File: src/rtl/vga_sync_gen.sv
// ---------------------------------------------------------------------------
// vga_sync_gen
//
// VGA timing generator (640x480 at the default parameters).  Divides the
// system clock down to a one-clk pixel strobe, runs the horizontal and
// vertical position counters, and drives the active-low monitor sync lines.
// Its position and visible-area outputs feed the RGB multiplexer.  frame_tick
// is the once-per-frame motion update strobe.
//
// Optional feature macro: VGA_SYNC_FRAME_CNT_EN
//   defined   : frame_cnt is an 8-bit register that counts frame_tick pulses
//               and wraps from 255 to 0.
//   undefined : frame_cnt is tied to zero and no register is built.
//
// Ports
//   clk        in   1  system clock (single clock domain)
//   reset      in   1  asynchronous, active-high reset
//   hsync      out  1  horizontal sync, active-low, registered
//   vsync      out  1  vertical sync, active-low, registered
//   video_on   out  1  high while (pix_x, pix_y) is inside the visible area
//   p_tick     out  1  one-clk pixel strobe, registered
//   pix_x      out 10  current pixel column (horizontal counter)
//   pix_y      out 10  current line (vertical counter)
//   frame_tick out  1  one-clk pulse per frame, at pixel (0, V_DISPLAY+1)
//   frame_cnt  out  8  frame counter (zero unless VGA_SYNC_FRAME_CNT_EN)
//
// Parameter legality: TICK_DIV in 1..4.  The horizontal and vertical totals
// must each be at most 1024 so that the 10-bit counters cover them.
// ---------------------------------------------------------------------------
module vga_sync_gen #(
  parameter int TICK_DIV  = 2,
  parameter int H_DISPLAY = 640,
  parameter int H_FRONT   = 16,
  parameter int H_SYNC    = 96,
  parameter int H_BACK    = 48,
  parameter int V_DISPLAY = 480,
  parameter int V_FRONT   = 10,
  parameter int V_SYNC    = 2,
  parameter int V_BACK    = 33
) (
  input  logic       clk,
  input  logic       reset,
  output logic       hsync,
  output logic       vsync,
  output logic       video_on,
  output logic       p_tick,
  output logic [9:0] pix_x,
  output logic [9:0] pix_y,
  output logic       frame_tick,
  output logic [7:0] frame_cnt
);

  localparam int H_TOTAL = H_DISPLAY + H_FRONT + H_SYNC + H_BACK;
  localparam int V_TOTAL = V_DISPLAY + V_FRONT + V_SYNC + V_BACK;

  // Divider terminal count: the divider wraps after this value.
  localparam logic [1:0] TDIV_LAST = 2'(TICK_DIV - 1);

  // Counter terminal values.
  localparam logic [9:0] H_LAST = 10'(H_TOTAL - 1);
  localparam logic [9:0] V_LAST = 10'(V_TOTAL - 1);

  // Visible area limits (exclusive upper bounds).
  localparam logic [9:0] H_VIS = 10'(H_DISPLAY);
  localparam logic [9:0] V_VIS = 10'(V_DISPLAY);

  // Sync pulse windows (inclusive bounds).
  localparam logic [9:0] HS_FIRST = 10'(H_DISPLAY + H_FRONT);
  localparam logic [9:0] HS_LAST  = 10'(H_DISPLAY + H_FRONT + H_SYNC - 1);
  localparam logic [9:0] VS_FIRST = 10'(V_DISPLAY + V_FRONT);
  localparam logic [9:0] VS_LAST  = 10'(V_DISPLAY + V_FRONT + V_SYNC - 1);

  // Line on which the per-frame motion tick fires (first line after the
  // visible area plus one, so object updates land well inside blanking).
  localparam logic [9:0] FT_LINE = 10'(V_DISPLAY + 1);

  // Inclusive window test used for both sync pulses.
  function automatic logic in_window(input logic [9:0] val,
                                     input logic [9:0] lo,
                                     input logic [9:0] hi);
    return (val >= lo) && (val <= hi);
  endfunction

  logic [1:0] tdiv_r;
  logic [1:0] tdiv_next_s;
  logic       p_tick_r;
  logic [9:0] h_cnt_r;
  logic [9:0] v_cnt_r;
  logic [9:0] h_next_s;
  logic [9:0] v_next_s;
  logic       hsync_r;
  logic       vsync_r;
  logic       frame_tick_s;

  // Next divider phase: count 0..TICK_DIV-1 and wrap.
  always_comb begin
    tdiv_next_s = tdiv_r;
    if (tdiv_r == TDIV_LAST) begin
      tdiv_next_s = 2'd0;
    end else begin
      tdiv_next_s = tdiv_r + 2'd1;
    end
  end

  // Divider phase and pixel strobe registers.  The strobe is registered from
  // the terminal phase, so after reset release it first appears on the
  // TICK_DIV-th edge and is held high continuously when TICK_DIV is 1.
  always_ff @(posedge clk or posedge reset) begin
    if (reset) begin
      tdiv_r   <= 2'd0;
      p_tick_r <= 1'b0;
    end else begin
      tdiv_r   <= tdiv_next_s;
      p_tick_r <= (tdiv_r == TDIV_LAST);
    end
  end

  // Next position: the horizontal counter moves on every pixel strobe and the
  // vertical counter moves only when the line wraps.  On the last pixel of
  // the last line both counters return to zero together.
  always_comb begin
    h_next_s = h_cnt_r;
    v_next_s = v_cnt_r;
    if (p_tick_r) begin
      if (h_cnt_r == H_LAST) begin
        h_next_s = 10'd0;
        if (v_cnt_r == V_LAST) begin
          v_next_s = 10'd0;
        end else begin
          v_next_s = v_cnt_r + 10'd1;
        end
      end else begin
        h_next_s = h_cnt_r + 10'd1;
      end
    end else begin
      h_next_s = h_cnt_r;
      v_next_s = v_cnt_r;
    end
  end

  // Position counters plus the sync registers.  The syncs are computed from
  // the next-state counters so that they change on the same edge as the
  // position they describe.
  always_ff @(posedge clk or posedge reset) begin
    if (reset) begin
      h_cnt_r <= 10'd0;
      v_cnt_r <= 10'd0;
      hsync_r <= 1'b1;
      vsync_r <= 1'b1;
    end else begin
      h_cnt_r <= h_next_s;
      v_cnt_r <= v_next_s;
      hsync_r <= ~in_window(h_next_s, HS_FIRST, HS_LAST);
      vsync_r <= ~in_window(v_next_s, VS_FIRST, VS_LAST);
    end
  end

  // Frame strobe: only one pixel of the frame matches, and only on its
  // strobe clk, so the pulse is exactly one clk wide per frame.
  always_comb begin
    frame_tick_s = 1'b0;
    if (p_tick_r && (h_cnt_r == 10'd0) && (v_cnt_r == FT_LINE)) begin
      frame_tick_s = 1'b1;
    end else begin
      frame_tick_s = 1'b0;
    end
  end

`ifdef VGA_SYNC_FRAME_CNT_EN
  logic [7:0] frame_cnt_r;

  // Frame counter: advances on the frame strobe clk and wraps naturally.
  always_ff @(posedge clk or posedge reset) begin
    if (reset) begin
      frame_cnt_r <= 8'd0;
    end else if (frame_tick_s) begin
      frame_cnt_r <= frame_cnt_r + 8'd1;
    end else begin
      frame_cnt_r <= frame_cnt_r;
    end
  end

  assign frame_cnt = frame_cnt_r;
`else
  assign frame_cnt = 8'd0;
`endif

  assign p_tick     = p_tick_r;
  assign pix_x      = h_cnt_r;
  assign pix_y      = v_cnt_r;
  assign hsync      = hsync_r;
  assign vsync      = vsync_r;
  assign frame_tick = frame_tick_s;
  assign video_on   = (h_cnt_r < H_VIS) && (v_cnt_r < V_VIS);

endmodule

File: config.mk
export PLATFORM = sky130hd
export DESIGN_NAME = vga_sync_gen
export DESIGN_NICKNAME = d
export VERILOG_FILES = /design/src/rtl/vga_sync_gen.sv
export SDC_FILE = /design/constraint.sdc
export NUM_CORES = 1
export LEC_CHECK = 0
export BUFFER_PORTS_ARGS = -buffer_cell sky130_fd_sc_hd__buf_4
export CAP_MARGIN = 20
export CORE_ASPECT_RATIO = 1.2
export CORE_UTILIZATION = 40
export DETAILED_ROUTE_END_ITERATION = 8
export PLACE_DENSITY = 0.65
export REMOVE_ABC_BUFFERS = 1
export SLEW_MARGIN = 20
export SYNTH_ARGS = -nofsm -noshare
export SYNTH_HDL_FRONTEND = slang
export SYNTH_SLANG_ARGS = --single-unit
File: constraint.sdc
create_clock -name clk -period 2.25 [get_ports clk]
set_input_delay 0.45 -clock clk [delete_from_list [all_inputs] [get_ports clk]]
set_output_delay 0.45 -clock clk [all_outputs]
set_load 0.1 [all_outputs]
; ---- After elaboration in Yosys (flattened, before gate mapping)
; Index checks and enable logic that the tools add are counted.
[classes]
add_sub_neg = 3
n_eq_ne = 4
n_reduce_logical = 6
n_mux = 7
n_lt_le_gt_ge = 6
bitwise = 2
[ops]
columns = operator, count
row1 = $mux W10, 5
row2 = $add A10 B1 Y10 const B, 2
row3 = $eq A10 B10 Y1 const B, 2
row4 = $eq A10 B9 Y1 const B, 1
row5 = $ge A10 B10 Y1 const B, 1
row6 = $ge A10 B9 Y1 const B, 1
row7 = $le A10 B10 Y1 const B, 1
row8 = $le A10 B9 Y1 const B, 1
row9 = $logic_not A10 Y1, 1
row10 = $lt A10 B10 Y1 const B, 1
row11 = $lt A10 B9 Y1 const B, 1
row12 = $logic_and A1 B1 Y1, 5
row13 = $add A2 B1 Y2 const B, 1
row14 = $eq A2 B1 Y1 const B, 1
row15 = $mux W2, 1
row16 = $not A1 Y1, 2
row17 = $mux W1, 1
[word_totals]
elab_cells = 34
inputBits = 2
regBits = 25
output_inout_bits = 33

; ---- Longest topological paths before layout
; Gate-level depths: netlist (run 1).
[depth]
ltp_word = 7
mapped_depth = 8
ltp_nobuf = 7

; ---- Worst setup path before layout (run 1)
; Ideal clock, no wire load.
[synth_timing]
path_type = register -> output
startpoint = reg p_tick_r, in the netlist p_tick
endpoint = out frame_tick
n_path_buf = 2
path_stages_with_launch = 5
required_ns = 1.800
arrival_ns = 4.667
setup_slack_ns = -2.867
path_cell_list = dfrtp_1 -> buf_4 -> or4b_1 -> clkbuf_2 -> nor4_1
[synth_between]
elab_chain_cells = 3
[synth_lines]
columns = element, line_no
row1 = "start, declared", 86  ; logic p_tick_r;
row2 = "start signal, assigned", 114  ; p_tick_r <= (tdiv_r == TDIV_LAST);
row3 = $logic_and A1 B1 Y1 (2 in series), 162  ; if (p_tick_r && (h_cnt_r == 10'd0) && (v_cnt_r == FT_LINE)) begin
row4 = $mux W1, 162
row5 = "end, declared", 49  ; output logic frame_tick,
; No other way between the ends.

; ---- Worst setup path after layout (run 1)
[layout_timing]
startpoint = reg v_cnt_r[1], in the netlist pix_y[1]
endpoint = out frame_tick
[layout_between]
elab_chain_cells = 3
[layout_lines]
columns = element, line_no
row1 = "start, declared", 88  ; logic [9:0] v_cnt_r;
row2 = "start signal, assigned", 152  ; v_cnt_r <= v_next_s;
row3 = $eq A10 B9 Y1, 162
row4 = $logic_and A1 B1 Y1, 162
row5 = $mux W1, 162
; No other way between the ends.

==> results.txt, run 1 <==
The transition time at the pin with the least slew margin is 578 ps. The number of distinct library cells after synthesis came out at 46. The initial detailed-routing violation count came out at 50. The post-synthesis area per instance came out at 9.07 um^2. STA puts the critical path data arrival time at 1790 ps.

Pin placement for this block handled 35 I/O pins. The worst register-to-register path has a depth of 5. The root buffer cell is sky130_fd_sc_hd__clkbuf_8.

Sorting the synthesized cells by area gives the leading types as sky130_fd_sc_hd__dfrtp_1, sky130_fd_sc_hd__buf_4, sky130_fd_sc_hd__nand2_1. The area share of the leading cell type in the synthesized netlist came out at 0.369. For this design, the CTS-stage hold fixing added 0 buffers. The async set-or-reset flop fraction in the synthesized netlist came out at 1.00. The largest fanout on the critical path came out at 2. The terminus of the critical flop-to-flop path is vsync$_DFF_PP1_.

Of the total synthesized cell area, the portion taken by full adders, half adders and majority gates is 0.0401. The global-route track usage on met1 is 0.257. The last weighted congestion value of the routability-driven placer is 0.924. In the global route stage, met3 resource usage came out at 0.0278. The worst pin sits at a relative slew slack of 0.611. The first global-routing pass estimated ~6600 um of wire. Of the post-synthesis cell area, the part taken by muxes is 0.00642. The worst-case IR drop observed on VDD is 0.229 mV.

Counting flops and latches in the post-synthesis netlist gives 25. The number of standard-cell rows in the floorplan came out at 24. For met2 alone, demand over resource in global routing was 0.356. The main flop type after synthesis is sky130_fd_sc_hd__dfrtp_1.

Setup repair after global routing could not meet its margin everywhere. The average wire length per cell after detail routing is 15.0 um. The placed wire-length estimate after detailed placement is 2970 um. In the final layout, the share of cells above drive strength 1 is 0.310.

The portion of the post-synthesis area used by sequential elements came out at 0.403. After synthesis, the largest family of logic cells by area is simple AND/OR/NAND/NOR gates. The smallest hold slack came out at 217 ps. The complex-gate fraction of the synthesized area came to 0.119. The area of the die is 4160 um^2.

The number of flops mapped to enable cells by yosys is 0. On the critical path, the stage with the largest delay is an instance of sky130_fd_sc_hd__dfrtp_1. After filler insertion, the fill cell instance count of the layout stands at about 360. The element type at the critical path start is a flip-flop. The maximum achievable frequency came out at ~450 MHz. The die span in x is 59.0 um. The clock passes through at most 2 buffers. The power per cell area came out at 392 nW/um^2.

The via count of the first global-routing pass is 1438. The number of remaining DRC errors is 0. The required time at the endpoint of the critical path is 1800 ps. Entering global routing, the biggest net connects 26 pins. The area share of xor/xnor cells in the synthesized design came out at 0.0674. The number of buffers created by CTS came out at 3. Across every metal layer, demand over resource in global routing totals 0.209.

In the finished design, the share of the clock period the worst path needs comes to 0.997. TritonCTS built the clock tree. The simple-gate portion of the synthesized area is 0.265. The total congestion overflow after global routing is 0. The count of TritonRoute iterations in the first routing pass came out at 4. The clock network latency to the later pin of the worst-skew pair came out at about 270 ps.

The number of hold violations in the final report is 0. The cell accounting for the most synthesized area is sky130_fd_sc_hd__dfrtp_1. The clock-pin slew on the worst setup and hold paths is 100 ps. Summed over all cells, the static leakage comes to 0.000897 uW.

Dividing the detail-routed via count by the number of cells gives 5.41. Walking the worst path, the cells encountered are inv_2 > ha_1 > nor4b_4 > nand4b_1 > nor4_4 > buf_6. The maximum cell stage delay along the critical path came out at 400 ps. The final-report max-slew violation count is 0. Between clock sinks in the finished design, the worst skew comes to 10.4 ps.

Across all register-to-register paths, the minimum setup slack is 90 ps. The mapped netlist covers 1560 um^2. The relative area change from synthesis to final layout came out at 29.7%.

The height of the die is 70.4 um. The post-place instance area came out at roughly 1900 um^2. The startpoint identified for the worst register-to-register timing path is pix_x[5]$_DFF_PP0_. The worst hold path belongs to the class input pin to async pin. The number of nets still failing antenna checks after routing came out at 0. The final layout contains routed wiring with a total length of 3980 um. The final critical path time including I/O delays and setup is 2240 ps. The finished cells cover 2020 um^2. The most heavily used metal layer in global routing is met2.

The H-tree depth came out at 1. The warning count from the yosys run came out at 0. The worst setup path is of the flip-flop to output port kind. The flow ran to the end, and the final reports show no timing, DRC or antenna violations. Input and output buffers added on the ports amount to 26.

The number of antenna diodes is 0. The clock sink count came out at 25. The number of maximum-capacitance violations is 0. Setup violations remaining at the end of the flow were counted as 0. STA classifies the critical path endpoint as an output port. The effective utilization at floorplan is 0.422. The sum of internal, switching and leakage power is 793 uW. The via count is 1433. The area of the core came out at 3690 um^2. The final layout net count came out at approximately 220.

The number of antenna violations at the first check in global routing came to 0. The post-synthesis cell count is 172.
[worst max path at each step]
stage / from / end / cells past startpoint
floorplan: p_tick$_DFF_PP0_ / frame_tick / 2
global placement: pix_x[5]$_DFF_PP0_ / vsync$_DFF_PP1_ / 5
detailed placement: pix_x[5]$_DFF_PP0_ / vsync$_DFF_PP1_ / 5
CTS: pix_y[0]$_DFF_PP0_ / frame_tick / 5
global route: pix_y[1]$_DFF_PP0_ / frame_tick / 6
finish: pix_y[1]$_DFF_PP0_ / frame_tick / 6
[critical path: cells and delay by family, from the launching register on]
| kind | cells | cell delay [ps] |
|---|---|---|
| buf+inv | 2 | 320 |
| simple gates | 3 | 670 |
| fa+ha+maj | 1 | 130 |
| flops | 1 | 400 |
[report_power, final]
group	leakage (uW)	switching [uW]	total [uW]	internal, uW
clock	0.0000217	149	274	126
combinational	0.000549	66.7	69.0	2.37
sequential	0.000326	0	449	449
total	0.000897	215	793	577
[flip-flops by register name, indices dropped and copies added (netlist names)]
register and flops:
hsync 1, p_tick 1, pix_x 10, pix_y 10, tdiv_r 2, vsync 1
[cells in the mapped netlist (all sizes together), types with 2 or more instances]
cell type and n:
or3 2, o31ai 2, nand3 6, dfstp 2, nor3 5, xor2 6
o21ai 7, nor2 11, nor4 7, clkbuf 7, xnor2 6, buf 10
dfrtp 23, nand2 17, nand4b 2, o21a 2, nand4 8, ha 5
o311ai 4, nor4b 4, inv 12, and2 2
[cell families after synthesis]
kind of cell | Yosys count
and+or+nand+nor | 74
AOI/OAI and AO/OA | 25
buffers and inverters | 29
other | 1
DFF | 25
xor gates and xnor gates | 12
adders and majority gates | 5
muxes | 1
[layer usage]
metal / part of all wire / vias to the layer above / wire length [um]
li1: - / 682 / -
met2: 0.51 / 45 / 2030
met4: 0.022 / 0 / 89
met1: 0.44 / 697 / 1730
met3: 0.032 / 9 / 128
met5: 0 / - / 0
[metrics by stage]
stage	utilization	instances	setup TNS [ps]	setup WS, ps
floorplan	-	162	-6850	-2760
global placement	0.506	257	0	112
detailed placement	0.506	257	0	70.2
CTS	0.537	263	0	2.13
global route	0.548	265	-139	-116
finish	0.548	265	0	6.32
[cells in the final DEF, fill, tap and decap left out, types with 2 or more instances in the layout]
cell type and count:
sky130_fd_sc_hd__inv_1 11, sky130_fd_sc_hd__buf_6 2, sky130_fd_sc_hd__o31ai_1 2, sky130_fd_sc_hd__dfrtp_1 21
sky130_fd_sc_hd__ha_1 5, sky130_fd_sc_hd__nand2_1 17, sky130_fd_sc_hd__xor2_1 6, sky130_fd_sc_hd__clkbuf_8 3
sky130_fd_sc_hd__nor3_1 5, sky130_fd_sc_hd__nor2_1 11, sky130_fd_sc_hd__xnor2_1 6, sky130_fd_sc_hd__nand3_1 6
sky130_fd_sc_hd__conb_1 8, sky130_fd_sc_hd__nand4b_1 2, sky130_fd_sc_hd__o21ai_0 6, sky130_fd_sc_hd__dfrtp_2 2
sky130_fd_sc_hd__o21a_1 2, sky130_fd_sc_hd__buf_4 45, sky130_fd_sc_hd__and2_1 2, sky130_fd_sc_hd__nor4b_1 2
sky130_fd_sc_hd__dfstp_2 2, sky130_fd_sc_hd__nor4_4 2, sky130_fd_sc_hd__nor4_1 4, sky130_fd_sc_hd__nand4_1 8
sky130_fd_sc_hd__o311ai_0 4
[timing repair]
item	4_1_cts	5_1_grt
pin swaps	2	2
gates resized for setup	11	5
endpoints found under the setup margin	1	2
buffers inserted	2	2
[final cells by class]
type | count | area, um^2 | area share
Inverter | 12 | 45.0 | 0.0223
Sequential cell | 25 | 631 | 0.312
Clock buffer | 3 | 41.3 | 0.0204
Timing Repair Buffer | 47 | 360 | 0.178
Tap cell | 52 | 65.1 | 0.0322
Clock inverter | 1 | 7.51 | 0.00371
Multi-Input combinational cell | 125 | 873 | 0.432
Power figures use the tool's default switching activity.
==> run 2, diff against run 1 <==
--- a/config.mk
+++ b/config.mk
@@ -6,11 +6,11 @@
 export NUM_CORES = 1
 export LEC_CHECK = 0
 export BUFFER_PORTS_ARGS = -buffer_cell sky130_fd_sc_hd__buf_4
-export CAP_MARGIN = 20
+export CAP_MARGIN = 5
 export CORE_ASPECT_RATIO = 1.2
-export CORE_UTILIZATION = 40
+export CORE_UTILIZATION = 48
 export DETAILED_ROUTE_END_ITERATION = 8
-export PLACE_DENSITY = 0.65
+export PLACE_DENSITY = 0.76
 export REMOVE_ABC_BUFFERS = 1
 export SLEW_MARGIN = 20
 export SYNTH_ARGS = -nofsm -noshare
==> run 2 against run 1 <==
- the run now ends with setup timing left
- final area is 3.4% lower
- setup slack worse by 120 ps
- die area fell by 16%
- clock power decreased by 27%
- first-iteration DRC count fell by 28%
- critical path depth is 2 lower
- utilization is 8.6 points higher
==> results.txt, run 2 (same netlist as run 1, synthesis figures left out) <==
The final critical path time including I/O delays and setup came out at ~2400 ps. The transition time at the pin with the least slew margin came out at approximately 560 ps. The worst path arrival time came out at 1910 ps. The total buffers and inverters traversed by the critical path came out at 2.

By startpoint and endpoint, the worst setup path is classified as flip-flop to output port. The HPWL after detailed placement is between 2000 and 3000 um. The top cell types in the final layout, fill and taps aside, are sky130_fd_sc_hd__buf_4, sky130_fd_sc_hd__dfrtp_1, sky130_fd_sc_hd__nand2_1.

The total area inside the core boundary comes to 3080 um^2. Among cell families on the critical path, the largest total delay comes from simple AND/OR/NAND/NOR gates. Setup violations remaining at the end of the flow were counted as 1. The clock-pin slew on the worst setup and hold paths came out at 140 ps.

The clock network latency to the later pin of the worst-skew pair is 320 ps. The minimum setup slack after placement came out at 70.2 ps. Of the total power, registers draw 0.624.

Buffers placed on the I/O ports in this run total 26. The maximum achievable frequency is 424 MHz. The via count came out at 1452.

The initial utilization of the core area, before any placement, comes to 0.506. The fraction of met3 tracks used by global routing is 0.0282. The largest net degree at the start of global routing came out at 26. The class of the most critical hold timing path is input pin to async pin. The relative max-transition margin is 0.622. The detailed router finished its first iteration with 36 violations.

The final-report max-slew violation count was 0. The internal power summed over all cells is 519 uW. The number of top-level pins came out at 35.

Of the total power, combinational logic draws 0.096. The number of nets still failing antenna checks after routing is 0. Setup repair after global routing could not meet its margin everywhere. The worst path setup slack after routing came out at -109 ps. The flow ran to the end, but the final reports show violations.

The worst setup skew after layout came out at 7.50 ps. The largest fanout on the critical path is 2. The height of the die is 64.5 um.

The switching power came out at 201 uW. The average wire length per cell after detail routing came out at 16.0 um. Measured along the x axis, the die boundary spans 54.0 um. The total congestion overflow after global routing came out at 0. The number of buffers created by CTS is 3. For this design, the slowest cell found on the critical path is sky130_fd_sc_hd__or4b_4.

The detail-routed via count per cell is 5.88. Power spread over the standard cell area amounts to between 300 and 400 nW/um^2. The cell count of the worst reg-to-reg path came out at 7. The largest buffer count on any clock path came out at 2. The count of TritonRoute iterations in the first routing pass is 4. The category of the worst setup path capture point is an output port.

The via count of the first global-routing pass is between 1000 and 1500. The core utilization of the finished layout is 0.634. The dominant cell type by count on the critical path is sky130_fd_sc_hd__buf_6. The final layout net count came out at around 220. The required time at the endpoint of the critical path is approximately 1800 ps. The all-layer global routing usage is 0.260. The number of maximum-capacitance violations is 0. The worst register-to-register path begins at pix_x[7]$_DFF_PP0_. The H-tree depth came out at 1. The congestion estimate from routability-driven global placement came to 0.924. The layer flagged by global routing as most heavily used is met2. The library cell used most frequently in the layout, excluding fill and tap cells, is sky130_fd_sc_hd__buf_4. The largest single stage delay on the critical path is 540 ps.

The first-pass GRT wire length is 6570 um. STA classifies the critical path startpoint as a flip-flop. In the final layout, the share of cells above drive strength 1 is 0.299.

The highest ir drop seen on vdd came out at 0.379 mV. The TritonCTS clock tree is built. The wire length after detailed routing came out at around 4000 um.

Walking the worst path, the cells encountered are or4b_4 > buf_6 > nor4_4 > buf_6. In this run, post-CTS hold repair placed 0 buffers. In this run the critical register-to-register path is captured at vsync$_DFF_PP1_.

The global-route track usage on met1 is 0.314. The number of remaining DRC errors is 0. The worst setup slack for register-to-register paths is 50 ps. Compared with the post-synthesis result, the final layout area differs by 25.3%. The clock sink count came out at 25. The number of standard-cell rows in the floorplan came out at 22. The final reports fail on setup timing. The number of antenna diodes is 0.

The number of antenna violations at the first check in global routing came out at 0. The area of the die came out at 3480 um^2. The leakage power is 0.000880 uW. The met2 layer usage reported by global route is 0.437.

The cell sitting at the root of the clock tree is a sky130_fd_sc_hd__clkbuf_4. The number of hold violations in the final report is 0. The fraction of power consumed by the clock network came out at 0.279.

The switching portion of total power is 0.280. The post-route clock period utilization came out at 1.05.
==> run 2: cell count changes in the layout (fill, tap and decap cells not counted), sizes merged <==
| cell | before | now |
|---|---|---|
| buf | 47 | 45 |
| clkinvlp | 1 | 0 |
| clkinv | 0 | 1 |
==> run 2: per-stage QoR <==
step	hold WS, ps	area [um^2]	std cells	TNS (ps)	total power, uW
after CTS	151	1950	246	-101	729
after global routing	170	1950	247	-281	747
after floorplan	389	1480	162	-6850	522
final	154	1950	247	-109	720
after detailed placement	404	1830	239	0	527
after global placement	408	1830	239	0	527
==> run 2: how the worst max path moves through the flow <==
stage,startpoint,to,cells past startpoint
after global routing,pix_x[7]$_DFF_PP0_,frame_tick,4
final,pix_x[7]$_DFF_PP0_,frame_tick,4
after detailed placement,pix_x[5]$_DFF_PP0_,vsync$_DFF_PP1_,5
after floorplan,p_tick$_DFF_PP0_,frame_tick,2
after CTS,pix_y[1]$_DFF_PP0_,frame_tick,6
after global placement,pix_x[5]$_DFF_PP0_,vsync$_DFF_PP1_,5
==> run 2: timing repair <==
action                     4_1_cts  5_1_grt
buffers inserted                 3        1
pin swaps                        2        3
setup endpoints to repair        1        2
resized for setup               14        0
==> run 2: worst min-delay path, delay by kind of cell <==
family | cells | cell delay (ps)
buffers and inverters | 3 | 440
==> run 2: per-layer routing <==
| metal | routed length, um | share of wire | vias up |
|---|---|---|---|
| met5 | 0 | 0 | - |
| met4 | 132 | 0.033 | 0 |
| met3 | 166 | 0.042 | 14 |
| met2 | 2020 | 0.51 | 57 |
| met1 | 1640 | 0.41 | 698 |
| li1 | - | - | 683 |
==> run 2: final cells by class <==
cell class | instances | area (um^2)
repair buffers | 45 | 345
fillers | 271 | 1130
flip-flops and latches | 25 | 632
multi-input cells | 125 | 860
inverters | 12 | 45.0
well taps | 36 | 45.0
clock buffers | 3 | 22.5
clock inverters | 1 | 5.00
==> run 2: power by group through the flow <==
| stage | combinational [uW] | sequential (uW) | clock (uW) |
|---|---|---|---|
| 2_1_floorplan | 64.2 | 458 | 0 |
| 3_3_place_gp | 69.2 | 458 | 0 |
| 3_5_place_dp | 69.4 | 458 | 0 |
| 4_1_cts | 69.5 | 450 | 210 |
| 5_1_grt | 72.3 | 450 | 225 |
| 6_report | 69.3 | 449 | 201 |
